==> src/rtl/spi_reg_writer.sv <==
// SPI mode-0 master that sends one 16-bit register-write frame {1, addr[6:0], data[7:0]}
// per accepted command, with all pin outputs driven straight from registers.
module spi_reg_writer #(
    parameter int HALF_PERIOD = 4
) (
    input  logic       clk,
    input  logic       rst,
    input  logic       cmd_valid,
    input  logic [6:0] cmd_addr,
    input  logic [7:0] cmd_data,
    output logic       cmd_ready,
    output logic       sclk,
    output logic       copi,
    output logic       ncs,
    output logic       busy,
    output logic       done
);

    typedef enum logic [1:0] {
        IDLE,
        SETUP,
        SHIFT,
        GAP
    } state_t;

    localparam logic [7:0] HALF_RELOAD = 8'(HALF_PERIOD - 1);

    state_t      state_q;
    logic [7:0]  half_cnt_q;
    logic [3:0]  bit_cnt_q;
    logic [14:0] shift_q;
    logic        sclk_q;
    logic        copi_q;
    logic        ncs_q;
    logic        busy_q;
    logic        done_q;
    logic        ready_q;

    always_ff @(posedge clk) begin
        if (rst) begin
            state_q    <= IDLE;
            half_cnt_q <= '0;
            bit_cnt_q  <= '0;
            shift_q    <= '0;
            sclk_q     <= 1'b0;
            copi_q     <= 1'b0;
            ncs_q      <= 1'b1;
            busy_q     <= 1'b0;
            done_q     <= 1'b0;
            ready_q    <= 1'b1;
        end else begin
            done_q <= 1'b0;
            case (state_q)
                IDLE: begin
                    if (cmd_valid) begin
                        // Bit 15 (write flag) goes out now; shift_q holds bits 14..0.
                        shift_q    <= {cmd_addr, cmd_data};
                        copi_q     <= 1'b1;
                        ncs_q      <= 1'b0;
                        sclk_q     <= 1'b0;
                        half_cnt_q <= HALF_RELOAD;
                        bit_cnt_q  <= 4'd15;
                        busy_q     <= 1'b1;
                        ready_q    <= 1'b0;
                        state_q    <= SETUP;
                    end
                end
                SETUP: begin
                    if (half_cnt_q == 8'd0) begin
                        sclk_q     <= 1'b1;
                        half_cnt_q <= HALF_RELOAD;
                        state_q    <= SHIFT;
                    end else begin
                        half_cnt_q <= half_cnt_q - 8'd1;
                    end
                end
                SHIFT: begin
                    if (half_cnt_q == 8'd0) begin
                        half_cnt_q <= HALF_RELOAD;
                        if (sclk_q) begin
                            // Falling edge: present the next bit, except after bit 0.
                            sclk_q <= 1'b0;
                            if (bit_cnt_q != 4'd0) begin
                                copi_q  <= shift_q[14];
                                shift_q <= {shift_q[13:0], 1'b0};
                            end
                        end else if (bit_cnt_q == 4'd0) begin
                            ncs_q   <= 1'b1;
                            done_q  <= 1'b1;
                            state_q <= GAP;
                        end else begin
                            sclk_q    <= 1'b1;
                            bit_cnt_q <= bit_cnt_q - 4'd1;
                        end
                    end else begin
                        half_cnt_q <= half_cnt_q - 8'd1;
                    end
                end
                GAP: begin
                    if (half_cnt_q == 8'd0) begin
                        busy_q  <= 1'b0;
                        ready_q <= 1'b1;
                        state_q <= IDLE;
                    end else begin
                        half_cnt_q <= half_cnt_q - 8'd1;
                    end
                end
                default: state_q <= IDLE;
            endcase
        end
    end

    assign cmd_ready = ready_q;
    assign sclk      = sclk_q;
    assign copi      = copi_q;
    assign ncs       = ncs_q;
    assign busy      = busy_q;
    assign done      = done_q;

endmodule
==> config.mk <==
export PLATFORM = sky130hd
export DESIGN_NAME = spi_reg_writer
export DESIGN_NICKNAME = d
export VERILOG_FILES = /design/src/rtl/spi_reg_writer.sv
export SDC_FILE = /design/constraint.sdc
export NUM_CORES = 1
export LEC_CHECK = 0
export CAP_MARGIN = 20
export CELL_PAD_IN_SITES_DETAIL_PLACEMENT = 1
export CELL_PAD_IN_SITES_GLOBAL_PLACEMENT = 1
export CORE_ASPECT_RATIO = 1.25
export CORE_MARGIN = 8
export CORE_UTILIZATION = 30
export CTS_CLUSTER_DIAMETER = 60
export CTS_CLUSTER_SIZE = 24
export DETAILED_ROUTE_END_ITERATION = 10
export PLACE_DENSITY = 0.65
export REMOVE_ABC_BUFFERS = 1
export SYNTH_ARGS = -nofsm -noshare
export SYNTH_HDL_FRONTEND = slang
export SYNTH_SLANG_ARGS = --single-unit
==> constraint.sdc <==
create_clock -name clk -period 2.96 [get_ports clk]
set_input_delay 0.888 -clock clk [delete_from_list [all_inputs] [get_ports clk]]
set_output_delay 0.888 -clock clk [all_outputs]
set_load 0.05 [all_outputs]
; ---- After elaboration in Yosys (flattened, before gate mapping)
; Index checks and enable logic that the tools add are counted.
[classes]
add_sub_neg = 2
eq_ne = 13
n_mux = 40
bitwise = 2
reduce_logical = 16
[op_table]
columns = operator, n
row1 = two-way mux 15 bit, 4
row2 = one-hot mux 15 bit (2 select lines), 1
row3 = two-way mux 8 bit, 3
row4 = one-hot mux 8 bit (3 select lines), 1
row5 = "inequality test 2 bit, second input constant", 10
row6 = two-way mux 4 bit, 4
row7 = AND reduction 5 bit, 3
row8 = two-way mux 1 bit, 14
row9 = two-way mux 2 bit, 6
row10 = zero test 8 bit, 1
row11 = one-hot mux 1 bit (2 select lines), 4
row12 = one-hot mux 2 bit (4 select lines), 1
row13 = one-hot mux 4 bit (2 select lines), 1
row14 = "subtractor 8 x 1 -> 8 bit, second input constant", 1
row15 = AND reduction 6 bit, 1
row16 = "== test 2 bit, second input constant", 2
row17 = zero test 4 bit, 1
row18 = AND reduction 4 bit, 1
row19 = nonzero test 2 bit, 2
row20 = nonzero test 4 bit, 1
row21 = OR reduction 4 bit, 1
row22 = "subtractor 4 x 1 -> 4 bit, second input constant", 1
row23 = one-hot mux 1 bit (3 select lines), 1
row24 = AND reduction 3 bit, 1
row25 = other kinds (6), 7
[totals]
reg_bits = 35
output_inout_bits = 6
word_cells = 83

; ---- Logic depth before layout (Yosys ltp)
; Gate-level depths: netlist (run 1).
[logic_depth]
depth_word = 5
depth_mapped = 9
depth_no_buf = 6

; ---- Worst setup path before layout (run 1)
; OpenSTA, ideal clock, no wires.
[synth_timing]
path_kind = input-to-reg
startpoint = input port cmd_valid
endpoint = register copi_q (netlist: copi)
arrival_ns = 2.076
t_required_ns = 2.839
setup_slack_ns = 0.764
path_stages = 5
n_path_buf = 1
cell_sequence = nand2b_1 -> clkbuf_1 -> and3_1 -> a31oi_4 -> mux2_2
[synth_via]
elab_chain_cells = 2
[synth_rtl]
columns = item, line
row1 = start: declaration, 8  ; input logic cmd_valid,
row2 = inequality test 2 bit (no source line), --
row3 = AND reduction 5 bit (no source line), --
row4 = end signal: assignment, 84  ; copi_q <= shift_q[14];
row5 = end: declaration, 33  ; logic copi_q;
; Every way passes these cells.
; A chain may end at the register's enable or synchronous reset.

; ---- Final worst setup path (run 1)
[layout_timing]
startpoint = register sclk_q (netlist: sclk)
endpoint = output port sclk
[layout_rtl]
columns = item, line
row1 = start: declaration, 32  ; logic sclk_q;
row2 = start signal: assignment, 45  ; sclk_q <= 1'b0;
row3 = start signal: assignment, 60  ; sclk_q <= 1'b0;
row4 = start signal: assignment, 70  ; sclk_q <= 1'b1;
row5 = end: declaration, 12  ; output logic sclk,
; No word-level cell between the ends.

==> results of run 1 <==
==> routing by layer <==
metal | up-vias | GRT usage (%)
met5 | - | 0
met4 | 0 | 3.64
met3 | 7 | 3.16
met2 | 25 | 18.7
met1 | 808 | 13.6
li1 | 846 | -
==> per-stage QoR <==
step           cells  instance area [µm²]
2_1_floorplan    209                 1900
3_3_place_gp     327                 2300
3_5_place_dp     327                 2300
4_1_cts          335                 2380
5_1_grt          335                 2380
6_report         335                 2380
==> power by group <==
| part | leakage, µW | switching [µW] | internal (µW) | total, µW |
|---|---|---|---|---|
| Clock | 0.0000412 | 182 | 165 | 347 |
| Sequential | 0.000288 | 126 | 621 | 747 |
| Combinational | 0.000645 | 751 | 547 | 1300 |
| Total | 0.000974 | 1060 | 1330 | 2390 |
==> worst register-to-register path: stages, from the launching register on <==
cell and delay [ns]:
dfxtp_1 0.32, inv_1 0.09, ha_1 0.25, or4b_4 0.56, nor2_4 0.23, a31oi_4 0.12
buf_4 0.25, mux2i_1 0.15
==> worst min path at each step <==
| stage | end | depth (start not counted) |
|---|---|---|
| 2_1_floorplan | shift_q[10] | 2 |
| 3_3_place_gp | shift_q[6] | 2 |
| 3_5_place_dp | shift_q[12] | 2 |
| 4_1_cts | shift_q[12] | 2 |
| 5_1_grt | shift_q[12] | 2 |
| 6_report | shift_q[12] | 2 |
==> cells in the mapped netlist (all sizes together) <==
master and number:
or2 1, dfxtp 35, o31ai 3, a31oi 3, nand2b 1, clkinv 1
and3 1, o211ai 3, or3b 1, a211o 2, nor4b 1, o21ai 6
nand2 36, inv 11, or4b 1, o311ai 2, ha 6, nand3b 1
clkbuf 7, or3 3, a31o 1, o41ai 1, nor3 7, mux2i 18
nand4bb 1, o21a 1, buf 4, mux2 16, nand3 3, nor2 12
nor2b 3, or4 3, nand4 3, o211a 2, a221oi 2, o32ai 1
a211oi 2, a21oi 14, a21o 1
==> logic make-up after synthesis <==
| family | Yosys count | synth area share (%) |
|---|---|---|
| and+or+nand+nor | 78 | 21.0 |
| AOI/OAI and AO/OA | 44 | 15.8 |
| DFF | 35 | 36.0 |
| muxes | 34 | 18.5 |
| buffers and inverters | 23 | 4.88 |
| adders and majority gates | 6 | 3.86 |
==> state kept, by name, summed over array words and instances, names as in the netlist <==
register    flops
bit_cnt_q       4
busy            1
cmd_ready       1
copi            1
done            1
half_cnt_q      8
ncs             1
sclk            1
shift_q        15
state_q         2
==> layout make-up <==
| cell class | count | area [µm²] |
|---|---|---|
| Timing Repair Buffer | 31 | 290 |
| Sequential cell | 35 | 701 |
| Clock inverter | 2 | 12.5 |
| Multi-Input combinational cell | 162 | 1150 |
| Tap cell | 87 | 109 |
| Fill cell | 783 | 4060 |
| Clock buffer | 6 | 72.6 |
| Inverter | 12 | 45.0 |
==> key figures, run 1 <==
Worst hold path
  • Hold Path Class: reg -> reg
  • Hold path startpoint: shift_q[12]

CTS
  • CTS clk-pin slew, worst paths: 0.08 ns
  • Setup Fix Bufs, Post-CTS: 0
  • Htree depth: 2
  • Clock buffer depth: 2
  • Clock Sink Count: 35
  • Worst skew pair latency: 0.29 ns
  • TritonCTS buffer count: 5
  • CTS tree: built
  • Resize count post-CTS: 0
  • Root Buffer: clkbuf_8
  • CTS Hold Bufs: 0

Yosys
  • Synthesized area per cell: 8.85 µm²
  • Mapped Cells: 220
  • Area leader, netlist: dfxtp_1
  • Synth cell types: 46
  • Yosys warns: 0
  • Register bit total from synthesis: 35
  • Synthesized cell area: 1950 µm²
  • Synth area leaders: dfxtp_1, mux2i_1, mux2_2, nand2_1, ha_1
  • Synth top area share: 36.0%
  • Seq/Total Area, Yosys: 36.0%

Floorplanning
  • Row cnt: 33
  • Die area: 9340 µm²
  • Die Wd: 88.1 µm
  • Core area: 6440 µm²
  • Starting density of the core: 30.2%
  • Die H: 106 µm
  • I/O pin cnt: 24

Global route
  • Initial antenna violation count: 0
  • Grt ovf: 0
  • Vias in the first global route: 1719
  • Largest net degree at the start of global routing: 34
  • Global-route wire length before repair: 8380 µm
  • Gr usage total: 11.3%

Place
  • HPWL after DPL: 3560 µm
  • Place WS: 0.308 ns
  • PortBufs: 23
  • Placer congestion estimate: 0.775

Critical path
  • Slowest-stage cell, CP: clkdlybuf4s50_1
  • Startpoint types: register
  • CP Buf/Inv Count: 1
  • R2R Path Start: half_cnt_q[0]
  • Cells along the critical path: clkdlybuf4s50_1
  • CP Launch Point: sclk
  • Kind of cell adding the most delay to the critical path: buffers and inverters
  • Worst r2r dst: shift_q[11]
  • WS Path Type: reg -> out
  • Endpoint class of the critical path: output port
  • CP endpoint: sclk
  • Levels on crit path: 1
  • Delay of the slowest critical-path stage: 0.90 ns
  • CP max FO: 6
  • Worst reg-to-reg path cell count: 7
  • Critical path arrival: 1.77 ns
  • CP Data Required Time: 2.07 ns
  • R2r setup slk: 0.87 ns

Timing
  • Min Hold Slack: 0.459 ns
  • Setup violators final: 0
  • Worst Clk Skew: 0.00957 ns
  • Worst setup margin: 0.300 ns
  • Crit path time final: 2.66 ns
  • Final hold viol count: 0
  • Crit share post-route: 89.9%
  • Rel. slew slack: 60.8%
  • Fin. max-slew vios: 0
  • Worst slew pin tran: 0.584 ns
  • RSZ-0062 raised after global routing: false
  • Setup TNS: 0 ns
  • F_max: 376 MHz

Route
  • Via count: 1686
  • Vias per inst: 5.03
  • Iter 0 DRT Violations: 38
  • Metal2 WL: 2370 µm
  • DRT Pass-1 Iters: 4
  • DR DRC count: 0
  • DR WL/cell: 14.5 µm
  • Post-DRT Antenna Nets: 0
  • WL met3: 167 µm
  • Drt total wl: 4860 µm
  • Max layer used: met4
  • Wl on met1: 2250 µm

Flow run
  • Max Cap Viol: 0

Finish
  • Share of layout cells above drive strength 1: 15.7%
  • N_diodes: 0
  • Area Growth Syn to Fin: 22.3%
  • Most common cell after layout, fill and taps aside: nand2_1
  • Layout net count: 271
  • Final Util: 37.0%
  • Most frequent cells in the layout: nand2_1, dfxtp_1, clkdlybuf4s50_1

Power
  • VDD IR max: 425 µV
  • Overall power: 2390 µW
  • Leak: 0.000974 µW
  • Power density cells: 1000 nW/µm²

Status
  • Status: finished, final reports clean
Power figures use the tool's default switching activity.
==> run 2: changes to the inputs <==
Settings changed: PLACE_DENSITY 0.65 to 0.6.
==> key figures, run 2 (same netlist as run 1, synthesis figures left out) <==
Timing
  • Crit share post-route: 88.4%
  • Crit path time final: 2.62 ns
  • Worst setup margin: 0.343 ns
  • Worst Clk Skew: 0.00510 ns
  • Rel. slew slack: 60.2%
  • Min Hold Slack: 0.460 ns
  • Setup TNS: 0 ns
  • Worst slew pin tran: 0.593 ns
  • Setup violators final: 0
  • Final hold viol count: 0
  • Fin. max-slew vios: 0
  • F_max: 382 MHz
  • RSZ-0062 raised after global routing: false

Route
  • Vias per inst: 5.00
  • DR WL/cell: 14.0 µm
  • Via count: 1666
  • Iter 0 DRT Violations: 55
  • DR DRC count: 0
  • Drt total wl: 4670 µm
  • WL met3: 212 µm
  • DRT Pass-1 Iters: 3
  • Wl on met1: 2130 µm
  • Max layer used: met4
  • Post-DRT Antenna Nets: 0
  • Metal2 WL: 2260 µm

Critical path
  • Delay of the slowest critical-path stage: 0.88 ns
  • CP Buf/Inv Count: 1
  • Cells along the critical path: clkdlybuf4s50_1
  • Startpoint types: register
  • R2r setup slk: 0.86 ns
  • WS Path Type: reg -> out
  • Endpoint class of the critical path: output port
  • Kind of cell adding the most delay to the critical path: buffers and inverters
  • CP Data Required Time: 2.07 ns
  • Critical path arrival: 1.73 ns
  • Slowest-stage cell, CP: clkdlybuf4s50_1
  • CP max FO: 6

Floorplanning
  • Row cnt: 33
  • I/O pin cnt: 24
  • Die H: 106 µm
  • Die area: 9340 µm²
  • Die Wd: 88.1 µm
  • Starting density of the core: 30.2%
  • Core area: 6440 µm²

CTS
  • Worst skew pair latency: 0.29 ns
  • CTS clk-pin slew, worst paths: 0.08 ns
  • CTS Hold Bufs: 0
  • CTS tree: built
  • Resize count post-CTS: 0
  • Clock buffer depth: 2
  • TritonCTS buffer count: 5
  • Htree depth: 2
  • Setup Fix Bufs, Post-CTS: 0
  • Clock Sink Count: 35
  • Root Buffer: clkbuf_8

Power
  • Overall power: 2360 µW
  • Sequential power share: 31.5%
  • Internal power: 1330 µW
  • Gate power share: 53.5%
  • VDD IR max: 269 µV
  • Leak: 0.000964 µW
  • Power density cells: 997 nW/µm²
  • Clock power frac: 15.0%
  • Psw: 1030 µW
  • Switching Fraction: 43.8%

Status
  • Status: finished, final reports clean

Finish
  • Area Growth Syn to Fin: 21.5%
  • Design Area, Final: 2370 µm²
  • Most common cell after layout, fill and taps aside: nand2_1
  • Biggest regs: shift_q: 15 flops, half_cnt_q: 8 flops, bit_cnt_q: 4 flops
  • Share of layout cells above drive strength 1: 15.0%
  • Most frequent cells in the layout: nand2_1, dfxtp_1, clkdlybuf4s50_1
  • Layout net count: 269
  • Max reg flops: 15
  • Biggest register: shift_q
  • N_diodes: 0

Global route
  • Initial antenna violation count: 0
  • Vias in the first global route: 1724
  • Largest net degree at the start of global routing: 31
  • Grt ovf: 0
  • Global-route wire length before repair: 8210 µm
  • Gr usage total: 11.1%

Place
  • Placer congestion estimate: 0.745
  • PortBufs: 23
  • DP Area: 2280 µm²
  • Place WS: 0.358 ns
  • HPWL after DPL: 3340 µm

Flow run
  • Max Cap Viol: 0

Worst hold path
  • Hold Path Class: reg -> reg
-- run 2: final timing paths --
check                             endpoint  cells after the start        from
worst min register to register  shift_q[0]                      2  shift_q[0]
worst max-delay path                  sclk                      1        sclk
worst min-delay path            shift_q[0]                      2  shift_q[0]
worst max register to register  state_q[0]                      6  state_q[0]
-- run 2: per-layer routing --
| layer | global-route usage, % | up-vias |
|---|---|---|
| met2 | 18.1 | 23 |
| li1 | - | 840 |
| met4 | 3.64 | 0 |
| met1 | 13.3 | 797 |
| met3 | 3.63 | 6 |
| met5 | 0 | - |
-- run 2: metrics by stage --
step | utilization (%) | cells
floorplan | - | 209
global placement | 35.4 | 325
detailed placement | 35.4 | 325
CTS | 36.7 | 333
global route | 36.7 | 333
finish | 36.7 | 333
-- run 2: worst reg2reg max path, delay by kind of cell (launching register included) --
kind                       cells  cell delay, ns
DFF                            1            0.36
AOI/OAI and AO/OA              3            0.73
and+or+nand+nor                1            0.47
buffers and inverters          1            0.08
adders and majority gates      1            0.39
-- run 2: power groups by stage --
stage	Sequential, µW	Combinational [µW]	Clock, µW
finish	744	1260	354
global route	768	1400	390
CTS	748	1280	372
detailed placement	757	1270	0
global placement	751	1260	0
floorplan	810	862	0
-- run 2: final cells by class --
class / instances / area (µm²)
well taps: 87 / 109
fillers: 795 / 4080
flip-flops and latches: 35 / 701
inverters: 12 / 45.0
clock buffers: 6 / 72.6
clock inverters: 2 / 12.5
repair buffers: 29 / 275
multi-input cells: 162 / 1150
==> run 3: changes to the inputs <==
Settings changed: CORE_MARGIN 8 to 2, DONT_BUFFER_PORTS set to 1, PLACE_DENSITY 0.6 to 0.54.
==> key figures, run 3 (same netlist as run 1, synthesis figures left out) <==
Status
  • Status: finished, final reports clean

Critical path
  • WS Path Type: reg -> reg
  • Startpoint types: register
  • Worst r2r dst: shift_q[5]
  • CP max FO: 15
  • Slowest-stage cell, CP: or3b_1
  • Worst reg-to-reg path cell count: 7
  • Cells along the critical path: inv_1, ha_1, or3b_1, and3_1, a31oi_4, buf_4, mux2i_1
  • R2R Path Start: bit_cnt_q[0]
  • CP Launch Point: bit_cnt_q[0]
  • Levels on crit path: 7
  • CP Buf/Inv Count: 2
  • R2r setup slk: 0.93 ns
  • CP endpoint: shift_q[5]
  • CP Data Required Time: 3.18 ns
  • Endpoint class of the critical path: register
  • Critical path arrival: 2.25 ns
  • Kind of cell adding the most delay to the critical path: simple AND/OR/NAND/NOR gates
  • Delay of the slowest critical-path stage: 0.40 ns

CTS
  • Root Buffer: clkbuf_8
  • TritonCTS buffer count: 5
  • CTS Hold Bufs: 0
  • Worst skew pair latency: 0.29 ns
  • Clock buffer depth: 2
  • CTS tree: built
  • CTS clk-pin slew, worst paths: 0.07 ns
  • Setup Fix Bufs, Post-CTS: 0
  • Resize count post-CTS: 0
  • Clock Sink Count: 35
  • Htree depth: 2

Place
  • Placer congestion estimate: 0.688
  • Placed cells: 300
  • HPWL after DPL: 3270 µm
  • PortBufs: 0
  • Place WS: 0.854 ns

Route
  • Post-DRT Antenna Nets: 0
  • Wl on met1: 2150 µm
  • DR WL/cell: 14.9 µm
  • Vias per inst: 5.16
  • Via count: 1585
  • Metal2 WL: 2180 µm
  • Iter 0 DRT Violations: 45
  • DRT Pass-1 Iters: 4
  • WL met3: 193 µm
  • DR DRC count: 0
  • Drt total wl: 4590 µm
  • Max layer used: met4

Finish
  • Final std cells w/o fill: 307
  • N_diodes: 0
  • Layout net count: 246
  • Area of the multi-input gates: 1150 µm²
  • Share of layout cells above drive strength 1: 16.7%
  • Fill cells: 746
  • Area Growth Syn to Fin: 9.70%
  • Most frequent cells in the layout: nand2_1, dfxtp_1, mux2i_1
  • Biggest regs: shift_q: 15 flops, half_cnt_q: 8 flops, bit_cnt_q: 4 flops
  • Biggest register: shift_q
  • Most common cell after layout, fill and taps aside: nand2_1
  • Max reg flops: 15
  • Sequential cell area: 701 µm²

Timing
  • Worst slew pin tran: 0.700 ns
  • Min Hold Slack: 0.464 ns
  • Setup TNS: 0 ns
  • Crit path time final: 2.03 ns
  • Worst setup margin: 0.929 ns
  • Setup violators final: 0
  • F_max: 492 MHz
  • Worst Clk Skew: 0.00580 ns
  • Final hold viol count: 0
  • Fin. max-slew vios: 0
  • RSZ-0062 raised after global routing: false
  • Crit share post-route: 68.6%
  • Rel. slew slack: 53.3%

Floorplanning
  • I/O pin cnt: 24
  • Die Wd: 76.1 µm
  • Starting density of the core: 31.4%
  • Row cnt: 32
  • Die H: 94.1 µm
  • Core area: 6210 µm²
  • Die area: 7150 µm²

Global route
  • Vias in the first global route: 1579
  • Initial antenna violation count: 0
  • Gr usage total: 13.6%
  • Global-route wire length before repair: 7820 µm
  • Largest net degree at the start of global routing: 31
  • Grt ovf: 0

Power
  • Overall power: 2310 µW
  • Gate power share: 48.2%
  • Clock power frac: 15.7%
  • Internal power: 1290 µW
  • VDD IR max: 259 µV
  • Switching Fraction: 44.3%
  • Power density cells: 1080 nW/µm²
  • Sequential power share: 36.1%
  • Psw: 1020 µW
  • Leak: 0.000881 µW

Worst hold path
  • Hold Path Class: reg -> reg

Flow run
  • Max Cap Viol: 0
## run 3: area by class of cell
cell class | count | share of cell area, %
tap | 85 | 4.98
timing repair buffer | 6 | 2.11
multi-input combinational | 162 | 53.9
clock inverter | 1 | 0.234
clock buffer | 6 | 3.87
sequential | 35 | 32.8
inverter | 12 | 2.11
## run 3: worst reg2reg max path: cells and delay by family (launching register included)
kind                     cells  cell delay [ns]
AND/OR/NAND/NOR              2             0.64
AO/OA/AOI/OAI                1             0.21
buffers and inverters        2             0.36
adder cells (fa/ha/maj)      1             0.19
multiplexers                 1             0.23
flip-flops                   1             0.34
## run 3: stage by stage
stage               instance area [µm²]  util, %
floorplan                          1900        -
global route                       2140     34.4
global placement                   2050     33.0
CTS                                2140     34.4
finish                             2140     34.4
detailed placement                 2050     33.0
## run 3: worst min-delay path by stage
stage	slack [ns]	cells after the start	to	start
final	0.46	2	shift_q[4]	shift_q[4]
after global routing	0.49	2	shift_q[4]	shift_q[4]
after CTS	0.47	2	shift_q[11]	shift_q[11]
after detailed placement	0.46	2	shift_q[4]	shift_q[4]
after global placement	0.44	2	shift_q[4]	shift_q[4]
after floorplan	0.43	2	shift_q[10]	shift_q[10]
## run 3: power groups by stage
stage / logic, µW / clock network [µW] / registers [µW]
2_1_floorplan: 862 / 0 / 810
3_3_place_gp: 1120 / 0 / 842
3_5_place_dp: 1120 / 0 / 845
4_1_cts: 1120 / 379 / 835
5_1_grt: 1240 / 398 / 857
6_report: 1110 / 363 / 833
## run 3: per-layer routing
metal	vias up	GRT usage [%]
met3	7	3.46
met2	25	23.3
met5	-	0
li1	790	-
met4	0	4.55
met1	763	16.7
